===== config.mk =====
export PLATFORM = sky130hd
export DESIGN_NAME = fetch_pc_ifid
export DESIGN_NICKNAME = d
export VERILOG_FILES = /design/src/rtl/fetch_pc_ifid.sv
export SDC_FILE = /design/constraint.sdc
export NUM_CORES = 1
export LEC_CHECK = 0
export CORE_MARGIN = 2
export CORE_UTILIZATION = 40
export CTS_BUF_LIST = sky130_fd_sc_hd__clkbuf_4 sky130_fd_sc_hd__clkbuf_8
export CTS_CLUSTER_DIAMETER = 150
export DETAILED_ROUTE_END_ITERATION = 8
export PLACE_DENSITY = 0.78
export SYNTH_ARGS = -nofsm -noshare
export SYNTH_HDL_FRONTEND = slang
export SYNTH_SLANG_ARGS = --single-unit

===== constraint.sdc =====
create_clock -name clk -period 1.8 [get_ports clk]
set_clock_uncertainty 0.2 [all_clocks]
set_input_delay 0.18 -clock clk [delete_from_list [all_inputs] [get_ports clk]]
set_output_delay 0.18 -clock clk [all_outputs]
set_load 0.02 [all_outputs]

===== src/rtl/fetch_pc_ifid.sv =====
// Fetch stage back end: program counter register, IF/ID pipeline register,
// boot hold-off, freeze, branch-redirect squash and fetch/bubble counters.
// All outputs are registered; no input reaches an output combinationally.
module fetch_pc_ifid #(
  parameter logic [15:0] RESET_PC    = 16'h0000,
  parameter int unsigned BOOT_CYCLES = 2          // 1..15
) (
  input  logic        clk,
  input  logic        rst,
  input  logic [15:0] pc_updated,
  input  logic        pc_write,
  input  logic [15:0] IR,
  input  logic [15:0] pc_2,
  input  logic        br_taken,
  output logic [15:0] pc_in,
  output logic [15:0] id_ir,
  output logic [15:0] id_pc,
  output logic [15:0] id_pc_2,
  output logic        id_valid,
  output logic [15:0] fetch_count,
  output logic [15:0] bubble_count
);

  typedef enum logic {BOOT, RUN} state_t;

  localparam logic [3:0] BOOT_LAST = 4'(BOOT_CYCLES - 1);

  state_t     state, state_d;
  logic [3:0] boot_cnt, boot_cnt_d;
  logic       flush, advance;

  // Next-state logic: count out the boot window, then stay in RUN until reset.
  // In RUN a redirect wins over pc_write; BOOT ignores both.
  always_comb begin
    state_d    = state;
    boot_cnt_d = boot_cnt;
    flush      = 1'b0;
    advance    = 1'b0;
    case (state)
      BOOT: begin
        boot_cnt_d = boot_cnt + 4'd1;
        if (boot_cnt == BOOT_LAST) state_d = RUN;
      end
      RUN: begin
        flush   = br_taken;
        advance = !br_taken && pc_write;
      end
      default: state_d = BOOT;
    endcase
  end

  // State, PC, IF/ID and counters. Reset overrides everything; a frozen
  // RUN cycle (no flush, no advance) simply holds every register.
  always_ff @(posedge clk) begin
    if (rst) begin
      state        <= BOOT;
      boot_cnt     <= 4'd0;
      pc_in        <= RESET_PC;
      id_ir        <= 16'h0000;
      id_pc        <= 16'h0000;
      id_pc_2      <= 16'h0000;
      id_valid     <= 1'b0;
      fetch_count  <= 16'h0000;
      bubble_count <= 16'h0000;
    end else begin
      state    <= state_d;
      boot_cnt <= boot_cnt_d;
      if (flush) begin
        // Squash the instruction in IF; the older one in IF/ID is
        // handled downstream by the ID/EX flush.
        pc_in        <= pc_updated;
        id_ir        <= 16'h0000;
        id_pc        <= 16'h0000;
        id_pc_2      <= 16'h0000;
        id_valid     <= 1'b0;
        bubble_count <= bubble_count + 16'd1;
      end else if (advance) begin
        pc_in       <= pc_updated;
        id_ir       <= IR;
        id_pc       <= pc_in;
        id_pc_2     <= pc_2;
        id_valid    <= 1'b1;
        fetch_count <= fetch_count + 16'd1;
      end
    end
  end

endmodule


==> flow_summary.json <==
{
  "avgSynthCellArea_um2": 8.285,
  "cts_buffers": 9,
  "crit_family": "simple AND/OR/NAND/NOR gates",
  "track_usage_pct": 19.19,
  "core_um2": 9594,
  "viasPerCell": 4.745,
  "relSlewSlack_pct": 62.28,
  "wl_per_cell_um": 13.16,
  "cts.sinks": 102,
  "path_max_fanout": 9,
  "ys.flop_type": "dfxtp_1",
  "globalplace.congestion": 0.7562,
  "num_io_pins": 149,
  "area_growth_pct": 54.98,
  "cts_buffer_depth": 2,
  "n_antenna_cell": 0,
  "port_buffers": 148,
  "syn_inst": 470,
  "ys_seq_area_share_pct": 52.44,
  "start_util_pct": 40.58,
  "hp-class": "input port to register",
  "rsz0062_at_grt": "yes",
  "grt_antenna_before_repair": 0,
  "ys_ff_latch": 102,
  "placementRows": 36,
  "grt_pass1_wl_mm": 15.98,
  "drt-met1-wl_mm": 4.411,
  "crit_chain": "and4_4, nand4_4, or4_1, a21oi_1",
  "status": "complete, no violations",
  "cp-start-kind": "register",
  "tightest_slew_ns": 0.5658,
  "hold_viol": 0,
  "synth-edff-count": 0,
  "crit_slowest_cell": "or4_1",
  "fin_crit_sh_pct": 98.69,
  "period_needed_ns": 1.777,
  "cp-end-kind": "register",
  "wl_met2_mm": 5.116,
  "fin_tns_setup_ns": 0,
  "synthDistinctLibCells": 36,
  "synth_nets": 526,
  "drt_first_pass_iters": 4,
  "fin_util_pct": 62.90,
  "syn_area_um2": 3894,
  "multi_input_area_um2": 1753,
  "maxCapViolCount": 0,
  "place_area_um2": 5762,
  "cts_tree": "built",
  "setup_violations": 0,
  "drt_iter0_drc": 103,
  "critPathRequiredTime_ns": 1.88,
  "fp.dieH_um": 102.7,
  "die_area_um2": 10540,
  "layout.nets": 696,
  "yosys_warnings": 0,
  "wl_mm": 10.23,
  "highest_layer": "met4",
  "timing.final.max_slew_violations": 0,
  "first_global_vias": 3414,
  "powerDensity_nw_per_um2": 859.2,
  "vias": 3687,
  "postLayoutCellArea_um2": 6035,
  "ir_drop_uv": 523.4,
  "cp_num_buf_inv": 0,
  "ff_latch_area_um2": 2086,
  "ys_async_sr_fraction_pct": 0,
  "hold_slack_ns": 0.02878,
  "die_x_um": 102.7,
  "path_class": "register to register",
  "crit_arrival_ns": 1.86,
  "power_mw": 5.185,
  "htreeDepth": 3,
  "max_stage_delay_ns": 0.56,
  "fillers": 852,
  "ff2ff_setup_slack_ns": 0.02,
  "grt-ovfl-total": 0,
  "drtAntennaViolNets": 0,
  "drc": 0,
  "place_hpwl_mm": 7.393,
  "worstSkewPairLatency_ns": 0.35,
  "clockRootBuffer": "clkbuf_8",
  "p_leak_nw": 2.291,
  "wl_met3_um": 635,
  "layout-drive-gt1-share_pct": 13.66,
  "path_clk_slew_ns": 0.10,
  "grt_start_max_net_pins": 39,
  "max_freq_ghz": 0.5629
}
## power by group
| part | internal, mW | leakage (nW) | switching [mW] |
|---|---|---|---|
| combinational | 0.516 | 1.35 | 0.595 |
| sequential | 2.40 | 0.836 | 0.116 |
| clock | 0.800 | 0.106 | 0.757 |
## cells in the final DEF, fill, tap and decap left out, drive strengths merged
master / instances
a21oi: 78
and3: 1
and3b: 1
and4: 3
buf: 40
bufinv: 2
clkbuf: 10
clkdlybuf4s50: 122
clkinv: 1
clkinvlp: 1
dfxtp: 102
dlygate4sd2: 19
dlymetal6s2s: 6
ha: 4
inv: 5
nand2: 142
nand2b: 2
nand3: 10
nand3b: 1
nand4: 9
nand4b: 1
nor2: 29
nor2b: 1
nor3: 5
nor3b: 1
nor4: 3
o21a: 1
o21ai: 6
o31ai: 4
or2: 1
or3: 5
or4: 5
xnor2: 11
xor2: 12
## timing repair
action | in CTS | in global routing
endpoints found under the setup margin | 24 | 15
pin swaps | 1 | 5
hold buffers | 0 | 0
resized for setup | 24 | 12
buffers inserted | 0 | 4
cloned | 0 | 0
endpoints found under the hold margin | 0 | 0
## tightest hold or removal path: stages
cell     delay, ns
buf_2         0.10
buf_4         0.21
a21oi_1       0.05
## area by class of cell
type                    count  area share [%]
well taps                 133           2.758
repair buffers            187           29.79
clock buffers              10           2.177
inverters                   4          0.2488
multi-input cells         336           29.05
flip-flops and latches    102           34.56
clock inverters             5           1.410
## cell families after synthesis
family                   after synthesis  share of synthesized area [%]
AO/OA/AOI/OAI                         89                          11.76
XOR/XNOR                              23                          5.173
adder cells (fa/ha/maj)                4                          1.285
buffers and inverters                 32                          3.824
flip-flops                           102                          52.44
AND/OR/NAND/NOR                      220                          25.51
## layer usage
layer  vias to the layer above  GRT usage, %
met4                         0         6.667
li1                       1897             -
met1                      1686         23.69
met2                        98         32.68
met5                         -             0
met3                         6         4.746
## cell usage after synthesis (all sizes together), types with 2 or more instances
cell type,instances,area (um2)
a21oi,78,390.4
and4,3,26.28
buf,3,20.01
clkbuf,25,113.9
dfxtp,102,2042
ha,4,50.05
inv,4,15.01
nand2,142,533.0
nand2b,2,12.51
nand3,10,55.05
nand4,9,77.57
nor2,29,108.9
nor3,5,25.02
nor4,3,18.77
o21ai,6,30.02
o31ai,4,30.03
or3,5,31.28
or4,5,41.29
xnor2,11,96.34
xor2,12,105.1
## path summary, 6_finish.rpt
kind / startpoint / end / cells past startpoint
min reg2reg: id_pc_2[13] / id_pc_2[13] / 2
max: fetch_count[5] / fetch_count[13] / 4
min: rst / fetch_count[1] / 3
max reg2reg: fetch_count[5] / fetch_count[13] / 4
## registers in the layout (all words and copies together), names as in the netlist, 4 cells and up
signal and cells:
id_ir 16, bubble_count 16, boot_cnt 4, id_pc_2 16, pc_in 16, id_pc 16, fetch_count 16
## through the flow
step,worst slack (ns),instances
after global routing,-0.05823,777
after detailed placement,-0.3285,758
after CTS,0.01610,773
after global placement,-0.2874,758
after floorplan,-0.04188,470
final,0.02349,777
Note: power is estimated with default switching activity, not from simulation.
